**config.mk**
```make
export PLATFORM = sky130hd
export DESIGN_NAME = gcd_host
export DESIGN_NICKNAME = d
export VERILOG_FILES = /design/src/rtl/gcd_host.sv
export SDC_FILE = /design/constraint.sdc
export NUM_CORES = 1
export LEC_CHECK = 0
export ABC_AREA = 1
export BUFFER_PORTS_ARGS = -buffer_cell sky130_fd_sc_hd__buf_4
export CAP_MARGIN = 15
export CORE_MARGIN = 2
export CORE_UTILIZATION = 58
export DETAILED_ROUTE_END_ITERATION = 8
export PLACE_DENSITY = 0.95
export SYNTH_ARGS = -nofsm -noshare
export SYNTH_HDL_FRONTEND = slang
export SYNTH_SLANG_ARGS = --single-unit
```
**constraint.sdc**
```tcl
create_clock -name clk -period 2.7 [get_ports clk]
set_clock_uncertainty 0.2 [all_clocks]
set_input_delay 0 -clock clk [delete_from_list [all_inputs] [get_ports clk]]
set_output_delay 0 -clock clk [all_outputs]
set_load 0.01 [all_outputs]
```
**src/rtl/gcd_host.sv**
```systemverilog
// gcd_host: request/response front end for an external multi-cycle GCD engine.
// Accepts one operand pair at a time, short-circuits zero operands, launches the
// engine, waits for its result with a bounded timeout, and holds the response
// until the downstream consumer takes it.
//
// Ports:
//   clk, rst                    clock, asynchronous active-low reset
//   req_valid/req_ready         operand handshake, req_a/req_b operands
//   eng_start, eng_a, eng_b     one-cycle launch pulse and operands to engine
//   eng_done, eng_result        engine completion and GCD value (used in WAIT)
//   rsp_valid/rsp_ready         response handshake
//   rsp_data, rsp_timeout       GCD result (0 on timeout), timeout flag
//   busy                        high whenever a transaction is in flight
module gcd_host #(
  parameter int unsigned WIDTH   = 8,
  parameter int unsigned TIMEOUT = 255
) (
  input  logic             clk,
  input  logic             rst,
  input  logic             req_valid,
  output logic             req_ready,
  input  logic [WIDTH-1:0] req_a,
  input  logic [WIDTH-1:0] req_b,
  output logic             eng_start,
  output logic [WIDTH-1:0] eng_a,
  output logic [WIDTH-1:0] eng_b,
  input  logic             eng_done,
  input  logic [WIDTH-1:0] eng_result,
  output logic             rsp_valid,
  input  logic             rsp_ready,
  output logic [WIDTH-1:0] rsp_data,
  output logic             rsp_timeout,
  output logic             busy
);

  localparam int unsigned CNT_W = 16;
  // Last counter value before abort: the TIMEOUT-th WAIT cycle sees cnt == TIMEOUT-1.
  localparam logic [CNT_W-1:0] CNT_LAST = CNT_W'(TIMEOUT - 1);

  typedef enum logic [1:0] {
    IDLE   = 2'd0,
    LAUNCH = 2'd1,
    WAIT   = 2'd2,
    RESP   = 2'd3
  } state_t;

  state_t             state_q, state_d;
  logic [CNT_W-1:0]   cnt_q, cnt_d;
  logic [WIDTH-1:0]   eng_a_d, eng_b_d, rsp_data_d;
  logic               rsp_timeout_d;
  logic               req_ready_d, eng_start_d, rsp_valid_d, busy_d;

  // State, counter and registered outputs.
  always_ff @(posedge clk or negedge rst) begin
    if (!rst) begin
      state_q     <= IDLE;
      cnt_q       <= '0;
      eng_a       <= '0;
      eng_b       <= '0;
      rsp_data    <= '0;
      rsp_timeout <= 1'b0;
      req_ready   <= 1'b1;
      eng_start   <= 1'b0;
      rsp_valid   <= 1'b0;
      busy        <= 1'b0;
    end else begin
      state_q     <= state_d;
      cnt_q       <= cnt_d;
      eng_a       <= eng_a_d;
      eng_b       <= eng_b_d;
      rsp_data    <= rsp_data_d;
      rsp_timeout <= rsp_timeout_d;
      req_ready   <= req_ready_d;
      eng_start   <= eng_start_d;
      rsp_valid   <= rsp_valid_d;
      busy        <= busy_d;
    end
  end

  // Next state and next output values; flag outputs are decoded from the next
  // state so they line up with the state register.
  always_comb begin
    state_d       = state_q;
    cnt_d         = cnt_q;
    eng_a_d       = eng_a;
    eng_b_d       = eng_b;
    rsp_data_d    = rsp_data;
    rsp_timeout_d = rsp_timeout;

    case (state_q)
      IDLE: begin
        if (req_valid) begin
          if (req_a == '0 || req_b == '0) begin
            // gcd(0,x) = x and gcd(0,0) = 0, so OR gives the answer directly.
            state_d       = RESP;
            rsp_data_d    = req_a | req_b;
            rsp_timeout_d = 1'b0;
          end else begin
            state_d = LAUNCH;
            eng_a_d = req_a;
            eng_b_d = req_b;
          end
        end
      end
      LAUNCH: begin
        state_d = WAIT;
        cnt_d   = '0;
      end
      WAIT: begin
        // A result arriving on the final cycle still wins over the abort.
        if (eng_done) begin
          state_d       = RESP;
          rsp_data_d    = eng_result;
          rsp_timeout_d = 1'b0;
        end else if (cnt_q == CNT_LAST) begin
          state_d       = RESP;
          rsp_data_d    = '0;
          rsp_timeout_d = 1'b1;
        end else begin
          cnt_d = cnt_q + CNT_W'(1);
        end
      end
      RESP: begin
        if (rsp_ready) state_d = IDLE;
      end
      default: state_d = IDLE;
    endcase

    req_ready_d = (state_d == IDLE);
    eng_start_d = (state_d == LAUNCH);
    rsp_valid_d = (state_d == RESP);
    busy_d      = (state_d != IDLE);
  end

endmodule

```
==> reports/qor.yml, run 1 <==
status: "finished clean"
leakagePower_nw: 1.69
die_area_um2: 4910
drcViolationCount: 0
dpl.hpwl_um: 4350
crit_arrival_ps: 2410
final_antenna_net_count: 0
setup_viol: 0
drt_iter0_drc: 398
root_buffer: "clkbuf_8"
comb_power_share_pct: 44.3
p_int_mw: 1.72
core_um2: 4290
max_cap_violations: 0
grt_pass1_vias: 2772
gp_congestion: 0.887
post-cts-setup-buffer-count: 0
htreeDepth: 2
cts_buffer_depth: 2
whs_ps: 6.82
cp-start-kind: "register"
io_pins: 58
ys_warn_count: 0
path_class: "register to register"
cts_tree: "yes"
ys_ff_latch: 47
stdcell_area_um2: 3420
grtUsageTotal_pct: 36.5
syn_avg_cell_area_um2: 7.65
wl_per_cell_um: 18.2
netlist_area_um2: 2530
hp-class: "input port to async pin"
synthAdderAreaFrac_pct: 0.988
rr_worst_depth: 7
nets: 450
synth_top_family_by_area: "simple AND/OR/NAND/NOR gates"
cts_resized: 0
portBuffers: 57
worst_pin_slew_ps: 699
layout-drive-gt1-share_pct: 21.2
yosysUniqueCellTypes: 26
final-hold-violation-count: 0
p_switching_mw: 1.25
final_util_pct: 79.6
numCtsBuffers: 5
swShare_pct: 42.1
hold_buffers: 34
ir_worst_vdd_mv: 0.546
r2r_slack_ps: 310
start_util_pct: 59.0
final.period_utilization_pct: 88.4
p_per_area_nw_per_um2: 868
wl_um: 8570
p_seq_share_pct: 37.3
row_count: 24
drtPass1Iterations: 8
synth_mux_area_share_pct: 0
clkLatencyLatePin_ps: 320
cts_sinks: 47
synth_xor_area_share_pct: 2.42
overflow: 0
antenna_found_initial: 0
max_freq_mhz: 419
dpl_cell_area_um2: 2960
dr_total_vias: 2870
ys_seq_area_share_pct: 46.5
critical_path_required_ps: 2720
maxSlewViolCount: 0
syn_inst: 331
grt_pass1_wl_um: 13900
grt_max_degree: 48
clkPwrFrac_pct: 18.4
layout-area-overhead-vs-synth_pct: 35.0
clk_pin_slew_ps: 100
viasPerCell: 6.08
die_h_um: 70.1
tns_ps: 0
finalCriticalPeriod_ps: 2390
cp-end-kind: "register"
die_width_um: 70.1
synth_compound_area_share_pct: 10.9
rsz0062_at_grt: "false"
n_antenna_cell: 0
crit_fanout: 24
syn-num-nets: 362
synth-simple-area-share_pct: 33.5
max-slew-margin-rel_pct: 53.3
==> metal layers <==
layer / track usage, % / share of wire, % / vias up
met3: 7.79 / 9.4 / 76
met5: 0 / 0 / -
met4: 20.5 / 7.5 / 0
met2: 58.3 / 47 / 246
met1: 46.1 / 37 / 1307
li1: - / - / 1241
==> final cells by class <==
cell class,count,area [µm²]
Clock inverter,3,46.3
Sequential cell,47,1180
Clock buffer,5,68.8
Multi-Input combinational cell,253,1210
Inverter,20,75.1
Tap cell,52,65.1
Fill cell,240,875
Timing Repair Buffer,92,776
==> path summary, 6_finish.rpt <==
kind | to | from
worst max-delay path | busy | state_q[0]
worst min-delay path | eng_a[4] | rst
min in group clk | eng_a[7] | req_a[7]
worst max register to register | busy | state_q[0]
max in group asynchronous | rsp_data[1] | rst
worst min register to register | eng_b[5] | eng_b[5]
==> power groups by stage <==
stage               sequential (mW)  clock, mW  combinational (mW)
floorplan                      1.16          0               0.628
global placement               1.08          0                1.11
detailed placement             1.09          0                1.16
CTS                            1.07      0.534                1.21
global route                   1.12      0.570                1.42
finish                         1.11      0.545                1.32
==> Yosys cell counts <==
| cell type | number | share of area [%] |
|---|---|---|
| xnor2_1 | 1 | 0.35 |
| nand2_2 | 6 | 1.5 |
| dfstp_2 | 1 | 1.0 |
| nor3_1 | 1 | 0.20 |
| o21ai_2 | 6 | 2.1 |
| xor2_1 | 6 | 2.1 |
| buf_6 | 3 | 1.3 |
| o211ai_1 | 1 | 0.30 |
| buf_4 | 1 | 0.30 |
| nand3_1 | 25 | 4.9 |
| ha_1 | 2 | 0.99 |
| o21ai_0 | 33 | 6.5 |
| inv_2 | 2 | 0.30 |
| nor2_1 | 34 | 5.0 |
| nor2_2 | 4 | 0.99 |
| nand4_1 | 8 | 2.0 |
| dfrtp_1 | 46 | 45 |
| o21ai_1 | 4 | 0.79 |
| nor2_4 | 2 | 0.89 |
| nand2_1 | 116 | 17 |
| nand2_8 | 1 | 0.79 |
| clkbuf_1 | 5 | 0.74 |
| inv_1 | 18 | 2.7 |
| a21oi_4 | 1 | 0.64 |
| o21bai_1 | 2 | 0.59 |
| buf_2 | 2 | 0.40 |
==> flip-flops by register name, indices dropped and copies added (netlist names) <==
register	count
req_ready	1
rsp_data	8
cnt_q	16
eng_b	8
eng_start	1
rsp_timeout	1
rsp_valid	1
state_q	2
busy	1
eng_a	8
==> layout by cell type, fill, tap and decap left out <==
cell	synthesis	final
buf_4	1	58
bufinv_16	0	1
nor2_1	34	34
nand2_8	1	1
o211ai_1	1	1
clkinvlp_4	0	1
xnor2_1	1	1
clkbuf_8	0	5
nand4_1	8	8
a21oi_4	1	1
nand2_1	116	116
inv_6	0	1
ha_1	2	2
dfstp_2	1	1
nand3_1	25	25
o21ai_0	33	33
xor2_1	6	6
dfrtp_1	46	46
o21bai_1	2	2
inv_2	2	2
inv_1	18	18
dlygate4sd3_1	0	34
nand2_2	6	6
nor3_1	1	1
o21ai_1	4	4
nor2_4	2	2
nor2_2	4	4
o21ai_2	6	6
==> worst max-delay path, cell delays in order, from the launching register on <==
cell	delay (ps)
dfrtp_1	420
inv_2	80
nand2_2	320
inv_1	310
nand2_1	520
nand2_1	240
nor2_2	150
inv_1	50
==> cells by family (layout without fill, tap and decap cells) <==
family / Yosys count / after routing
and+or+nand+nor: 197 / 197
AOI/OAI and AO/OA: 47 / 47
DFF: 47 / 47
buffers and inverters: 31 / 120
xor gates and xnor gates: 7 / 7
adders and majority gates: 2 / 2
==> through the flow <==
step	setup slack, ps	power [mW]	cells
CTS	527	2.82	472
floorplan	1000	1.79	331
finish	312	2.97	472
global route	174	3.12	472
detailed placement	540	2.25	430
global placement	648	2.19	430
Note: power is estimated with default switching activity, not from simulation.
==> run 2, diff against run 1 <==
--- a/config.mk
+++ b/config.mk
@@ -11,6 +11,7 @@
 export CORE_MARGIN = 2
 export CORE_UTILIZATION = 58
 export DETAILED_ROUTE_END_ITERATION = 8
+export HOLD_SLACK_MARGIN = 0.05
 export PLACE_DENSITY = 0.95
 export SYNTH_ARGS = -nofsm -noshare
 export SYNTH_HDL_FRONTEND = slang
==> run 2 against run 1 <==
The run now ends with design-rule violations left. Final cell count rose by 0.64%. Clock power decreased by 0.7%. Via count increased by 0.73%. Power increased by 1.5%. First-iteration DRC count down 6.5%. Critical path depth increased by 2. Design area increased by 1.5%. Setup slack got worse by 250 ps. Sequential power is essentially flat. Combinational power grew 3%. Sequential share of layout area down 0.52 points. Die area stayed put. Highest routed layer unchanged.
==> reports/qor.yml, run 2 (same netlist as run 1, synthesis figures left out) <==
max_freq_mhz: 379
antenna_found_initial: 0
crit_fanout: 11
p_seq_share_pct: 36.9
critical_path_required_ps: 2750
largest_register_ffs: 16
setup_viol: 0
min_path_cells: 4
n_antenna_cell: 0
finalCriticalPeriod_ps: 2640
root_buffer: "clkbuf_8"
tns_ps: 0
p_switching_mw: 1.27
start_util_pct: 59.0
dpl.hpwl_um: 4350
r2r-end: "req_ready"
rsz0062_at_grt: "false"
comb_power_share_pct: 45.1
die_width_um: 70.1
dr_total_vias: 2891
drcViolationCount: 1
hp-start: "req_a[7]"
die_area_um2: 4910
path_class: "input port to register"
swShare_pct: 42.1
hp-class: "input port to register"
grt_pass1_vias: 2812
stdcell_area_um2: 3470
min_delay_worst_endpoint: "eng_a[7]"
layout-area-overhead-vs-synth_pct: 37.0
layout_common_cells: "nand2_1 (114), buf_4 (58), dfrtp_1 (46)"
rr_worst_depth: 7
cts_tree: "yes"
grtUsageTotal_pct: 37.0
pre_cts_slack_ps: 540
drt_iter0_drc: 372
nets: 453
leakagePower_nw: 1.71
final.period_utilization_pct: 97.7
max-slew-margin-rel_pct: 52.9
die_h_um: 70.1
crit_arrival_ps: 2690
layout-drive-gt1-share_pct: 22.0
violations: "design-rule violations"
met1_length_um: 3120
core_um2: 4290
numCtsBuffers: 5
final_common_cell: "nand2_1"
overflow: 0
cp-end-kind: "register"
row_count: 24
final-hold-violation-count: 0
status: "finished with violations"
viasPerCell: 6.09
cts_sinks: 47
final_antenna_net_count: 0
drtPass1Iterations: 8
cts_buffer_depth: 2
wl_um: 8750
fillCellCount: 230
gp_congestion: 0.887
clkPwrFrac_pct: 18.0
htreeDepth: 2
p_per_area_nw_per_um2: 867
post-cts-setup-buffer-count: 0
r2r_slack_ps: 120
grt_pass1_wl_um: 14100
clk_pin_slew_ps: 100
maxSlewViolCount: 0
fin_ws_ps: 62.0
ir_worst_vdd_mv: 0.545
io_pins: 58
wl_per_cell_um: 18.4
wl_met3_um: 909
cp-start-kind: "input port"
rr_startpoint: "state_q[1]"
portBuffers: 57
top_register: "cnt_q"
top_layer: "met4"
worst_pin_slew_ps: 706
max_cap_violations: 0
clkLatencyLatePin_ps: 320
grt_max_degree: 36
p_int_mw: 1.74
dr_wl_met2_um: 4080
dpl_cell_area_um2: 2960
## run 2: how the worst max path moves through the flow
stage / start / to / slack, ps / cells past startpoint
floorplan: cnt_q[0] / cnt_q[11] / 1000 / 11
global placement: cnt_q[0] / busy / 650 / 12
detailed placement: state_q[0] / busy / 540 / 7
CTS: state_q[0] / req_ready / 70 / 7
global route: cnt_q[0] / req_ready / 20 / 12
finish: req_b[3] / req_ready / 60 / 9
## run 2: power groups by stage
| stage | Combinational, mW | Sequential, mW | Clock (mW) |
|---|---|---|---|
| floorplan | 0.628 | 1.16 | 0 |
| global placement | 1.11 | 1.08 | 0 |
| detailed placement | 1.16 | 1.09 | 0 |
| CTS | 1.24 | 1.07 | 0.534 |
| global route | 1.47 | 1.13 | 0.568 |
| finish | 1.36 | 1.11 | 0.541 |
## run 2: what timing repair did
action,in CTS,in global routing
endpoints found under the setup margin,0,1
endpoints found under the hold margin,79,0
gates resized for setup,0,4
hold buffers,37,0
## run 2: per-layer routing
metal,GRT usage [%],vias up
met1,46.9,1325
met4,20.1,0
met3,7.79,71
met2,59.3,249
met5,0,-
li1,-,1246
## run 2: through the flow
stage / cells / hold WS, ps / utilization (%) / power, mW
after floorplan: 331 / -496 / - / 1.79
after global placement: 430 / -170 / 69.0 / 2.19
after detailed placement: 430 / -165 / 69.0 / 2.25
after CTS: 475 / 246 / 80.6 / 2.84
after global routing: 475 / 270 / 80.9 / 3.16
final: 475 / 252 / 80.9 / 3.01
## run 2: layout make-up
class	instances	area (µm²)	share of cell area [%]
multi-input combinational	253	1220	35.2
inverter	20	75.1	2.16
tap	52	65.1	1.87
timing repair buffer	95	816	23.5
clock buffer	5	68.8	1.98
clock inverter	3	46.3	1.33
sequential	47	1180	33.9
## run 2: critical path, cell delays in order
cell and delay (ps):
dlygate4sd3_1 560, buf_4 150, nor2_1 160, nand4_1 200, nand2_1 280, nand2_1 410
nand2_1 300, nor2_2 70, dlygate4sd3_1 560
